`src/rtl/ex_alu_stage.sv`:
```
// Execute-stage ALU: single-cycle logic/arithmetic ops plus an iterative 1-bit/cycle shifter,
// feeding a one-entry registered EX/MEM output with a valid/ready handshake.
module ex_alu_stage #(
    parameter int unsigned WIDTH = 32,
    parameter int unsigned TAG_W = 5
) (
    input  logic             clk,
    input  logic             rst_n,
    input  logic             flush,
    input  logic             in_valid,
    output logic             in_ready,
    input  logic [3:0]       alu_ctrl,
    input  logic [WIDTH-1:0] op_a,
    input  logic [WIDTH-1:0] op_b,
    input  logic [4:0]       shamt,
    input  logic [TAG_W-1:0] tag_in,
    output logic             out_valid,
    input  logic             out_ready,
    output logic [WIDTH-1:0] result,
    output logic             zero,
    output logic             ovf,
    output logic             illegal,
    output logic [TAG_W-1:0] tag_out
);

    localparam logic [3:0] CtlAnd = 4'b0000;
    localparam logic [3:0] CtlOr  = 4'b0001;
    localparam logic [3:0] CtlAdd = 4'b0010;
    localparam logic [3:0] CtlXor = 4'b0011;
    localparam logic [3:0] CtlSrl = 4'b0100;
    localparam logic [3:0] CtlLui = 4'b0101;
    localparam logic [3:0] CtlSub = 4'b0110;
    localparam logic [3:0] CtlSlt = 4'b0111;
    localparam logic [3:0] CtlSll = 4'b1000;
    localparam logic [3:0] CtlNor = 4'b1010;
    localparam logic [3:0] CtlSra = 4'b1100;

    typedef enum logic {StIdle, StShift} state_e;
    typedef enum logic [1:0] {ShSll, ShSrl, ShSra} shkind_e;

    state_e             state_q, state_d;
    shkind_e            kind_q, kind_d, in_kind;
    logic [WIDTH-1:0]   acc_q, acc_d, acc_shifted;
    logic [4:0]         cnt_q, cnt_d;
    logic [TAG_W-1:0]   stag_q, stag_d;

    logic               out_valid_q, out_valid_d;
    logic [WIDTH-1:0]   result_q, result_d;
    logic               zero_q, zero_d, ovf_q, ovf_d, illegal_q, illegal_d;
    logic [TAG_W-1:0]   tag_out_q, tag_out_d;

    logic [WIDTH-1:0]   sum, diff, alu_res;
    logic               alu_ovf, alu_ill, is_shift, out_free;

    function automatic logic [WIDTH-1:0] shift1(input logic [WIDTH-1:0] v, input shkind_e k);
        case (k)
            ShSrl:   shift1 = {1'b0, v[WIDTH-1:1]};
            ShSra:   shift1 = {v[WIDTH-1], v[WIDTH-1:1]};
            default: shift1 = {v[WIDTH-2:0], 1'b0};
        endcase
    endfunction

    assign sum         = op_a + op_b;
    assign diff        = op_a - op_b;
    assign out_free    = !out_valid_q || out_ready;
    assign in_ready    = (state_q == StIdle) && out_free;
    assign acc_shifted = shift1(acc_q, kind_q);

    always_comb begin
        alu_res  = '0;
        alu_ovf  = 1'b0;
        alu_ill  = 1'b0;
        is_shift = 1'b0;
        in_kind  = ShSll;
        case (alu_ctrl)
            CtlAdd: begin
                alu_res = sum;
                alu_ovf = (op_a[WIDTH-1] == op_b[WIDTH-1]) && (sum[WIDTH-1] != op_a[WIDTH-1]);
            end
            CtlSub: begin
                alu_res = diff;
                alu_ovf = (op_a[WIDTH-1] != op_b[WIDTH-1]) && (diff[WIDTH-1] != op_a[WIDTH-1]);
            end
            CtlAnd: alu_res = op_a & op_b;
            CtlOr:  alu_res = op_a | op_b;
            CtlXor: alu_res = op_a ^ op_b;
            CtlNor: alu_res = ~(op_a | op_b);
            CtlSlt: alu_res = {{(WIDTH-1){1'b0}}, $signed(op_a) < $signed(op_b)};
            CtlLui: alu_res = op_b << 16;
            // Shift by zero completes immediately with the operand unchanged.
            CtlSll: begin alu_res = op_b; is_shift = 1'b1; in_kind = ShSll; end
            CtlSrl: begin alu_res = op_b; is_shift = 1'b1; in_kind = ShSrl; end
            CtlSra: begin alu_res = op_b; is_shift = 1'b1; in_kind = ShSra; end
            default: alu_ill = 1'b1;
        endcase
    end

    always_comb begin
        state_d     = state_q;
        acc_d       = acc_q;
        cnt_d       = cnt_q;
        kind_d      = kind_q;
        stag_d      = stag_q;
        out_valid_d = out_valid_q && !out_ready;
        result_d    = result_q;
        zero_d      = zero_q;
        ovf_d       = ovf_q;
        illegal_d   = illegal_q;
        tag_out_d   = tag_out_q;
        if (flush) begin
            out_valid_d = 1'b0;
            state_d     = StIdle;
        end else begin
            case (state_q)
                StIdle: begin
                    if (in_valid && in_ready) begin
                        if (is_shift && shamt != 5'd0) begin
                            acc_d   = op_b;
                            cnt_d   = shamt;
                            kind_d  = in_kind;
                            stag_d  = tag_in;
                            state_d = StShift;
                        end else begin
                            out_valid_d = 1'b1;
                            result_d    = alu_res;
                            zero_d      = (alu_res == '0);
                            ovf_d       = alu_ovf;
                            illegal_d   = alu_ill;
                            tag_out_d   = tag_in;
                        end
                    end
                end
                StShift: begin
                    if (cnt_q != 5'd1) begin
                        acc_d = acc_shifted;
                        cnt_d = cnt_q - 5'd1;
                    end else if (out_free) begin
                        // Final step goes straight into the output register.
                        out_valid_d = 1'b1;
                        result_d    = acc_shifted;
                        zero_d      = (acc_shifted == '0);
                        ovf_d       = 1'b0;
                        illegal_d   = 1'b0;
                        tag_out_d   = stag_q;
                        cnt_d       = '0;
                        state_d     = StIdle;
                    end
                end
                default: state_d = StIdle;
            endcase
        end
    end

    always_ff @(posedge clk or negedge rst_n) begin
        if (!rst_n) begin
            state_q     <= StIdle;
            acc_q       <= '0;
            cnt_q       <= '0;
            kind_q      <= ShSll;
            stag_q      <= '0;
            out_valid_q <= 1'b0;
            result_q    <= '0;
            zero_q      <= 1'b0;
            ovf_q       <= 1'b0;
            illegal_q   <= 1'b0;
            tag_out_q   <= '0;
        end else begin
            state_q     <= state_d;
            acc_q       <= acc_d;
            cnt_q       <= cnt_d;
            kind_q      <= kind_d;
            stag_q      <= stag_d;
            out_valid_q <= out_valid_d;
            result_q    <= result_d;
            zero_q      <= zero_d;
            ovf_q       <= ovf_d;
            illegal_q   <= illegal_d;
            tag_out_q   <= tag_out_d;
        end
    end

    assign out_valid = out_valid_q;
    assign result    = result_q;
    assign zero      = zero_q;
    assign ovf       = ovf_q;
    assign illegal   = illegal_q;
    assign tag_out   = tag_out_q;

endmodule

```
`config.mk`:
```
export PLATFORM = sky130hd
export DESIGN_NAME = ex_alu_stage
export DESIGN_NICKNAME = d
export VERILOG_FILES = /design/src/rtl/ex_alu_stage.sv
export SDC_FILE = /design/constraint.sdc
export NUM_CORES = 1
export LEC_CHECK = 0
export ABC_AREA = 1
export BUFFER_PORTS_ARGS = -buffer_cell sky130_fd_sc_hd__buf_2
export CAP_MARGIN = 20
export CORE_ASPECT_RATIO = 2
export CORE_UTILIZATION = 43
export DETAILED_ROUTE_END_ITERATION = 10
export PLACE_DENSITY_LB_ADDON = 0.12
export REMOVE_ABC_BUFFERS = 1
export SLEW_MARGIN = 10
export SYNTH_ARGS = -nofsm -noshare
export SYNTH_HDL_FRONTEND = slang
export SYNTH_SLANG_ARGS = --single-unit
```
`constraint.sdc`:
```
create_clock -name clk -period 2.38 [get_ports clk]
set_clock_uncertainty 0.15 [all_clocks]
set_input_delay 0.357 -clock clk [delete_from_list [all_inputs] [get_ports clk]]
set_output_delay 0.357 -clock clk [all_outputs]
set_load 0.03 [all_outputs]
```
==> results of run 1 <==
-- layout by cell type (no fill, tap or decap), types with 7 or more instances in the layout --
master,n
nand3_4,9
a21oi_2,28
o21ai_0,89
o22ai_1,47
a211oi_1,11
clkbuf_16,9
buf_12,12
nor3_2,9
nor2_1,109
o211ai_1,32
inv_2,44
buf_6,28
ha_1,57
nor2_2,44
o21bai_1,7
inv_4,8
a31oi_1,7
buf_4,512
nand2_1,523
nand3_2,41
ha_2,9
ha_4,34
nor3_1,11
a21oi_1,34
dfrtp_1,85
o221ai_1,28
nand4_1,22
inv_1,285
buf_2,116
nand3_1,102
nand2_4,15
nor2_4,21
nand2_2,86
-- worst max path at each step --
stage | endpoint | slack, ns | cells after the start
floorplan | result[0] | -1.97 | 8
global placement | zero | -0.91 | 19
detailed placement | zero | -0.97 | 19
CTS | zero | -0.16 | 13
global route | zero | -0.40 | 13
finish | zero | -0.34 | 13
-- layout make-up --
class	instances	area [sq um]	area share, %
diodes	1	2.50	0.0135
clock buffers	10	239	1.29
clock inverters	4	48.8	0.262
inverters	339	1300	6.98
multi-input cells	1451	9400	50.5
flip-flops and latches	86	2150	11.6
well taps	340	425	2.29
repair buffers	672	5030	27.1
-- cells in the mapped netlist, types with 28 or more instances --
cell type / number
nor2_1: 170
dfrtp_1: 86
o211ai_1: 32
a21oi_1: 65
ha_1: 100
clkbuf_1: 28
o21ai_0: 98
buf_2: 35
nand2_1: 625
o221ai_1: 29
inv_1: 333
o22ai_1: 56
nand3_1: 151
-- metrics by stage --
stage / hold slack (ns) / worst slack [ns] / area [sq um] / cells / power (mW)
detailed placement: 0.155 / -0.969 / 15900 / 2843 / 6.97
CTS: 0.0153 / -0.163 / 17400 / 2889 / 9.08
global route: 0.0370 / -0.396 / 18600 / 2903 / 10.3
global placement: 0.146 / -0.912 / 15900 / 2843 / 6.88
floorplan: -0.0886 / -1.97 / 11000 / 1876 / 4.42
finish: 0.0198 / -0.345 / 18600 / 2903 / 9.79
-- what timing repair did --
item	CTS	global route
pin swaps	50	99
hold buffers	1	0
cloned	1	0
endpoints found under the setup margin	21	29
gates resized for setup	228	304
endpoints found under the hold margin	25	0
setup buffers	31	23
-- worst max-delay path, cell delays in order, from the launching register on --
cell	delay (ns)
dfrtp_1	0.42
inv_2	0.09
ha_4	0.18
or2_4	0.28
nand2_8	0.08
buf_12	0.13
buf_6	0.14
o22ai_1	0.13
nor4_4	0.33
buf_4	0.16
nand4_1	0.15
nor2_2	0.17
a21oi_2	0.09
a21oi_2	0.15
-- state kept, by name, indices dropped and copies added, names as in the netlist --
register   count
acc_q         32
result        32
cnt_q          5
stag_q         5
tag_out        5
kind_q         2
illegal        1
out_valid      1
ovf            1
state_q        1
zero           1
-- cell families after synthesis --
kind of cell	after synthesis	share of synthesized area (%)
AND/OR/NAND/NOR	1020	37.2
flip-flops	86	19.0
multiplexers	1	0.0995
buffers and inverters	413	14.3
XOR/XNOR	4	0.309
adder cells (fa/ha/maj)	102	11.4
AO/OA/AOI/OAI	324	17.6
-- routing by layer --
layer	up-vias	GRT usage [%]	part of all wire, %
li1	7500	-	-
met1	7481	43.7	34
met2	739	75.6	49
met3	307	7.22	5.7
met4	2	42.7	11
met5	-	0	0.022
-- where the power goes --
group | internal, mW | total [mW] | switching [mW]
Combinational | 2.74 | 6.27 | 3.54
Sequential | 1.87 | 2.09 | 0.218
Clock | 0.829 | 1.43 | 0.605
==> run metrics, run 1 <==
Die Ht approximately 230 microns; clk root buf clkbuf_16; number of global-route vias before repair 15900; fraction of layout cells with a size suffix above 1 between 40% and 50%; Slew HR roughly three fifths; Slew Limit Fails 0; hold_sp flush; Mapped Cells around 2000; Routed WL about 60000 microns; TritonCTS buffer count 9; drt wl/cell around 21 microns; Setup CP Type register to register; Synth area leader nand2_1; Final setup viols 2; dominant synthesized flop cell dfrtp_1; hold depth 2; r2r startpoint kind_q[1]; FF+latch count, synth 86; arrival time worst endpoint around 2.9 ns; status complete, but fails checks; Iter 0 DRT Violations 1598; # DRC 0; P per Cell Area around 530 nW/um^2; hold crit path type input port to register; Max clock buf depth 2; post-synthesis sequential area ratio approximately a fifth; failing checks setup timing; fill count 2233; crit path max fanout 7; Critical Path Source Type register; fin nets between 2000 and 3000; Final Cycle Share 114%; area grow syn2layout 64.3%; Core Region around 26000 sq um; FFs w/ async S/R, synth 100%; Detail Placement HPWL 47300 microns; Reg2Reg Capture Point zero; Hold EP out_valid; first-pass GRT wire length about 87000 microns; P_leak between 9 and 10 nW; TritonCTS clock tree built; # IOs between 100 and 150; Tmin final 2.72 ns; Clock Sinks 86; die footprint about 27000 sq um; f_max between 300 and 400 MHz; critical path startpoint kind_q[1]; Worst-Skew Late Latency ~0.36 ns; average size of a mapped cell around 5.8 sq um; crit path capture type register; Placer Congestion 1.06; largest net degree at the start of global routing a little under 50; Netlist cell types 49; RSZ-0062 raised after global routing true; largest cells by area after synthesis nand2_1 21%, dfrtp_1 19%, ha_1 11%, inv_1 11%, nand3_1 6.7%; vias per cell 5.52; total grt overflow 0; maximum VDD drop 0.401 mV; r2r setup slk -0.34 ns; row count between 80 and 90; initial core utilization 44.0%; number of max-cap violations 0; ANT nets after route 0; fin worst setup slack -0.345 ns; # H-tree levels 3; worst slew pin tran between 0.5 and 0.6 ns; Port Buffers about 120; mapped cell area around 11000 sq um; first-pass iteration count of the detailed router 6; initial antenna violation count 2; reg2reg path depth 13; Global Route Usage Sum about 44%; Clock transition at path regs around 0.070 ns; post-layout util between 70% and 80%; Die Span X approximately 120 microns; Setup Total Neg Slack -0.364 ns; Vias 16000; Yosys Warn Count 0; EDFF count, synth 0; Required @ worst endpoint ~2.5 ns; Fin. Hold Viols 0; area share of the largest cell type after synthesis between 20% and 30%
(Power assumes the default switching activity.)
==> inputs of run 2 (changes only) <==
CORE_UTILIZATION = 35   (was 43)
MAX_ROUTING_LAYER = met4   (was default)
==> run metrics, run 2 (synthesized netlist as in run 1, its figures left out) <==
Port Buffers 124 (unchanged); number of global-route vias before repair 16000 (+0.62%); first-pass iteration count of the detailed router 5 (-1); area grow syn2layout 64.8%; Clock transition at path regs 0.07 ns (about the same); total grt overflow 0 (unchanged); worst slew pin tran 0.521 ns (-0.0738 ns); row count 92 (+11%); Worst path slowest cell dfrtp_1; crit path max fanout 7 (unchanged); fin worst setup slack -0.328 ns (+0.0168 ns); placed cell areas 16200 sq um (+1.5%); largest net degree at the start of global routing 50 (+2.0%); Global Route Usage Sum 39.0% (-5.2 points); Core Region 31700 sq um (+23%); fin nets 2746 (+0.073%); Power Total 9.44 mW (-3.6%); TritonCTS buffer count 9 (unchanged); P_leak 9.73 nW (about the same); arrival time worst endpoint 2.85 ns (-0.02 ns); fraction of layout cells with a size suffix above 1 41.9% (-0.24 points); most common cell after layout, fill and taps aside nand2_1; hold crit path type input port to register; P per Cell Area 506 nW/um^2 (-3.9%); # diodes 0 (-1); Cell Chain, Critical Path ha_2, or2_4, nand2_8, buf_12, buf_6, o22ai_2, nor4_2, buf_4, nand4_1, nor2_1, a21oi_2, a21oi_2; most frequent cells in the layout 519 x nand2_1, 516 x buf_4, 290 x inv_1, 111 x buf_2, 106 x nand3_1; Setup Total Neg Slack -0.328 ns (+0.0359 ns); maximum VDD drop 0.490 mV (+22%); # IOs 125 (unchanged); critical path's largest stage delay 0.41 ns (about the same); initial antenna violation count 3 (+1); Required @ worst endpoint 2.52 ns (about the same); RSZ-0062 raised after global routing true; Setup CP Type register to register; post-layout util 58.9% (-13 points); Vias 15700 (-2.4%); Routed WL 62400 microns (+3.7%); CP dominant cell by count a21oi_2; ANT nets after route 0 (unchanged); drt wl/cell 20.9 microns (+0.71%); Tmin final 2.71 ns (-0.0168 ns); Final Cycle Share 114% (-0.71 points); f_max 369 MHz (+0.62%); Fin. Hold Viols 0 (unchanged); Die Ht 256 microns (+11%); Slew HR 64.9% (+5.0 points); Final Instance Area 18700 sq um (+0.32%); hold slack 0.0200 ns (+0.000249 ns); status complete, but fails checks; vias per cell 5.24 (-5.1%); Critical Path Source Type register; # DRC 0 (unchanged); Final setup viols 1 (-1); Detail Placement HPWL 52600 microns (+11%); failing checks setup timing; Max clock buf depth 2 (unchanged); Clock Sinks 86 (unchanged); TritonCTS clock tree built; die footprint 33100 sq um (+23%); first-pass GRT wire length 91500 microns (+5.0%); clk root buf clkbuf_16; Die Span X 129 microns (+11%); Slew Limit Fails 0 (unchanged); crit path capture type register; number of max-cap violations 0 (unchanged); Iter 0 DRT Violations 878 (-45%); Worst-Skew Late Latency 0.36 ns (about the same); Placer Congestion 1.05 (-0.82%); # H-tree levels 3 (unchanged); initial core utilization 35.8% (-8.2 points)
-- run 2: changes by cell type in the layout (fill, tap and decap cells not counted), sizes merged --
cell and change:
inv +1, buf +2, diode -1, bufinv -1, clkinv -3, clkbuf +1, clkinvlp +3
-- run 2: layout make-up --
type	count	area, sq um
multi-input combinational	1451	9280
fill	3232	13000
clock buffer	11	253
clock inverter	4	31.3
sequential	86	2150
tap	423	529
inverter	339	1290
timing repair buffer	674	5120
-- run 2: per-layer routing --
layer,routed length [microns],track usage [%]
met3,2320,2.90
met4,5760,30.8
met5,0,-
met1,21800,38.0
met2,32500,69.8
-- run 2: report_power, final --
group          total, mW  switching, mW  internal [mW]
sequential          2.06          0.199           1.87
clock               1.38          0.615          0.762
combinational       6.00           3.37           2.62
total               9.44           4.19           5.25
-- run 2: path summary, 6_finish.rpt --
check	start	endpoint	slack (ns)	depth (start not counted)
max reg2reg	kind_q[0]	zero	-0.33	12
min reg2reg	result[1]	result[1]	0.33	2
min in group asynchronous	rst_n	acc_q[8]	0.30	2
min	flush	out_valid	0.02	2
max	kind_q[0]	zero	-0.33	12
max in group asynchronous	rst_n	acc_q[30]	1.20	3
-- run 2: worst max-delay path, delay by kind of cell (launching register included) --
family                     cells  cell delay [ns]
and+or+nand+nor                5             1.20
DFF                            1             0.41
buffers and inverters          3             0.38
AOI/OAI and AO/OA              3             0.30
adders and majority gates      1             0.19
-- run 2: repair_timing --
item,in CTS,in global routing
hold buffers,1,0
gates resized for setup,178,337
hold endpoints to repair,19,0
setup buffers,14,22
endpoints found under the setup margin,25,21
cloned,1,0
pin swaps,38,88
-- run 2: metrics by stage --
| stage | cells | setup WS [ns] |
|---|---|---|
| final | 2988 | -0.328 |
| after global routing | 2988 | -0.400 |
| after CTS | 2966 | -0.254 |
| after detailed placement | 2935 | -1.13 |
| after global placement | 2935 | -1.14 |
| after floorplan | 1876 | -1.97 |
==> inputs of run 3 (changes only) <==
CORE_MARGIN = 2   (was default)
CORE_UTILIZATION = 55   (was 35)
==> run metrics, run 3 <==
status aborted with a tool error; Failed at 5_1_grt; Err [ERROR GRT-0232] Routing congestion too high. Check the congestion heatmap in the GUI.; Placed Instances 2699 (-8.0%); largest cells by area after synthesis nand2_1 21%, dfrtp_1 19%, ha_1 11%, inv_1 11%, nand3_1 6.7%; placed cell areas 15300 sq um (-5.0%); Die Ht 207 microns (-19%); Die Span X 105 microns (-18%); Global Route Usage Sum roughly three quarters; Clock Sinks 86 (unchanged); post-synthesis sequential area ratio 19.0% (unchanged); # IOs 125 (unchanged); clk root buf clkbuf_16; Max clock buf depth 2 (unchanged); FFs w/ async S/R, synth 100% (unchanged); Mapped Cells 1950 (unchanged); EDFF count, synth 0 (unchanged); Synth area leader nand2_1; largest net degree at the start of global routing 45; most common cell in the netlist nand2_1; Commonest cells post-synth 625 x nand2_1, 333 x inv_1, 170 x nor2_1, 151 x nand3_1, 100 x ha_1; dominant synthesized flop cell dfrtp_1; Placer Congestion 1.18 (+12%); FF+latch count, synth 86 (unchanged); area share of the largest cell type after synthesis 20.7% (unchanged); # H-tree levels 3 (unchanged); average size of a mapped cell 5.81 sq um (unchanged); Netlist cell types 49 (unchanged); Detail Placement HPWL 44400 microns (-15%); mapped cell area 11300 sq um (unchanged); total grt overflow 13; initial core utilization 55.8% (+20 points); row count 74 (-20%); TritonCTS buffer count 9 (unchanged); Port Buffers 124 (unchanged); Yosys Warn Count 0 (unchanged)
## run 3: stage by stage
step / setup slack [ns] / hold WS [ns]
after floorplan: -1.97 / -0.0886
after global placement: -0.788 / 0.227
after detailed placement: -0.777 / 0.232
after CTS: -0.131 / 0.0375
## run 3: kinds of logic after synthesis
kind of cell / after synthesis / synth area share [%]
flops: 86 / 19.0
mux: 1 / 0.0995
simple gates: 1020 / 37.2
buf+inv: 413 / 14.3
compound gates: 324 / 17.6
xor+xnor: 4 / 0.309
fa+ha+maj: 102 / 11.4
## run 3: routing by layer
metal | GRT overflow | global-route usage, %
met3 | 1 | 52.2
met4 | 2 | 82.4
met5 | - | -
met1 | 0 | 71.2
met2 | 10 | 94.1
## run 3: repair_timing
action / in CTS
pin swaps: 26
gates cloned: 4
hold buffers: 1
resized for setup: 125
endpoints found under the hold margin: 43
setup buffers: 18
endpoints found under the setup margin: 17
==> inputs of run 4 (changes only) <==
CORE_ASPECT_RATIO = default   (was 2)
CORE_UTILIZATION = 40   (was 55)
MAX_ROUTING_LAYER = default   (was met4)
PLACE_DENSITY_LB_ADDON = 0.15   (was 0.12)
==> run metrics, run 4 (synthesized netlist as in run 1, its figures left out) <==
clock share of power 15.0%; P per Cell Area about 510 nW/um^2; first-pass iteration count of the detailed router 5; # DRC 0; net switching power 4.06 mW; maximum VDD drop around 0.36 mV; row count 61 (-18%); met1 usage 51.6%; fraction of layout cells with a size suffix above 1 between 40 and 50%; Slew HR a little under three fifths; hold depth 2; number of global-route vias before repair roughly 15000; total grt overflow 0; Port Buffers 124 (unchanged); fin nets 2708; P_leak 9.58 nW; critical path's largest stage delay around 0.47 ns; Critical Path Source Type input port; Core Region between 20000 and 30000 sq um; worst slew pin tran between 0.6 and 0.7 ns; Reg2Reg Capture Point zero; Worst path slowest cell fa_2; die footprint 29700 sq um; initial antenna violation count 0; Cell Chain, Critical Path buf_8, ha_2, fa_2, buf_4, or2_2, a311oi_1, nand2_1, nor2_2, nand3_4, nor2_4, nand4_1, a21oi_1; number of max-cap violations 0; Setup Total Neg Slack -0.426 ns; most common cell after layout, fill and taps aside nand2_1; hold_sp flush; Global Route Usage Sum a little under two fifths; hold crit path type input port to register; largest net degree at the start of global routing between 60 and 70; clk root buf clkbuf_16; Logic pwr share a little over three fifths; Placer Congestion 1.03 (-13%); Int Pwr between 5 and 6 mW; # IOs 125 (unchanged); crit path max fanout 4; Clock transition at path regs 0.06 ns; Routed WL 56900 microns; RSZ-0062 raised after global routing true; Vias 15600; Power Total a little over 9 mW; Final Cycle Share 108%; Detail Placement HPWL 46200 microns (+4.0%); grt peak-use layer met2; Fin. Hold Viols 0; Worst-Skew Late Latency around 0.33 ns; arrival time worst endpoint between 2 and 3 ns; post-layout util 66.1%; TritonCTS clock tree built; Tmin final ~2.6 ns; r2r setup slk -0.09 ns; vias per cell 5.36; fin worst setup slack -0.192 ns; Die Ht 172 microns (-17%); Setup CP Type input port to register; # diodes 0; Final Instance Area between 15000 and 20000 sq um; Final setup viols 7; Hold EP out_valid; placed cell areas 15800 sq um (+2.8%); crit path capture type register; Slew Limit Fails 0; drt wl/cell around 20 microns; reg2reg path depth 12; Iter 0 DRT Violations about 1500; f_max slightly below 400 MHz; met2 global-route usage approximately three fifths; ANT nets after route 0; Clock Sinks 86 (unchanged); Seq pwr share 22.0%; first-pass GRT wire length between 80000 and 90000 microns; r2r startpoint kind_q[0]; status complete, but fails checks; CP delay by family, top simple AND/OR/NAND/NOR gates; # H-tree levels 3 (unchanged); most frequent cells in the layout 511 x nand2_1, 476 x buf_4, 293 x inv_1, 119 x buf_2, 100 x nand2_2; CP Buf/Inv Count 2; area grow syn2layout 62.6%; Die Span X 172 microns (+63%); switching share of power a little over two fifths; TritonCTS buffer count 9 (unchanged); initial core utilization 40.6% (-15 points); fill count approximately 2600; Max clock buf depth 2 (unchanged); met3 Use GR slightly below 3%; Required @ worst endpoint around 2.5 ns; failing checks setup timing; hold slack roughly 0.06 ns
## run 4: worst max-delay path by stage
| stage | depth (start not counted) | start | endpoint | slack, ns |
|---|---|---|---|---|
| after floorplan | 8 | state_q | result[0] | -1.97 |
| after global placement | 21 | op_a[0] | zero | -1.02 |
| after detailed placement | 21 | op_a[0] | zero | -1.07 |
| after CTS | 20 | op_b[0] | zero | -0.18 |
| after global routing | 12 | op_a[0] | zero | -0.28 |
| final | 12 | op_a[0] | zero | -0.19 |
## run 4: area by class of cell
type	instances	area [sq um]	share of cell area, %
clock inverters	4	47.5	0.258
multi-input cells	1451	9410	51.1
well taps	378	473	2.57
repair buffers	636	4800	26.1
flip-flops and latches	86	2150	11.7
inverters	339	1290	6.99
clock buffers	11	243	1.32
## run 4: per-layer routing
metal,vias up,part of all wire (%),wire length (microns)
met5,-,0,0
met2,670,45,25500
li1,7439,-,-
met4,0,4.5,2560
met1,7342,43,24800
met3,132,7.3,4140
## run 4: power by group through the flow
stage                     registers (mW)  clock network (mW)  logic, mW
after global routing                2.10                1.49       6.31
after floorplan                     2.38                   0       2.04
after detailed placement            2.07                   0       4.83
after global placement              2.06                   0       4.78
after CTS                           2.05                1.41       5.23
final                               2.06                1.40       5.90
## run 4: repair_timing
action / 4_1_cts / 5_1_grt
endpoints found under the hold margin: 44 / 0
endpoints found under the setup margin: 23 / 31
cloned: 2 / 0
hold buffers: 1 / 0
resized for setup: 198 / 328
buffers inserted: 19 / 21
pin swaps: 44 / 111
## run 4: stage by stage
stage / cells / setup WS (ns)
finish: 2905 / -0.192
global route: 2905 / -0.275
CTS: 2884 / -0.179
detailed placement: 2848 / -1.07
global placement: 2848 / -1.02
floorplan: 1876 / -1.97
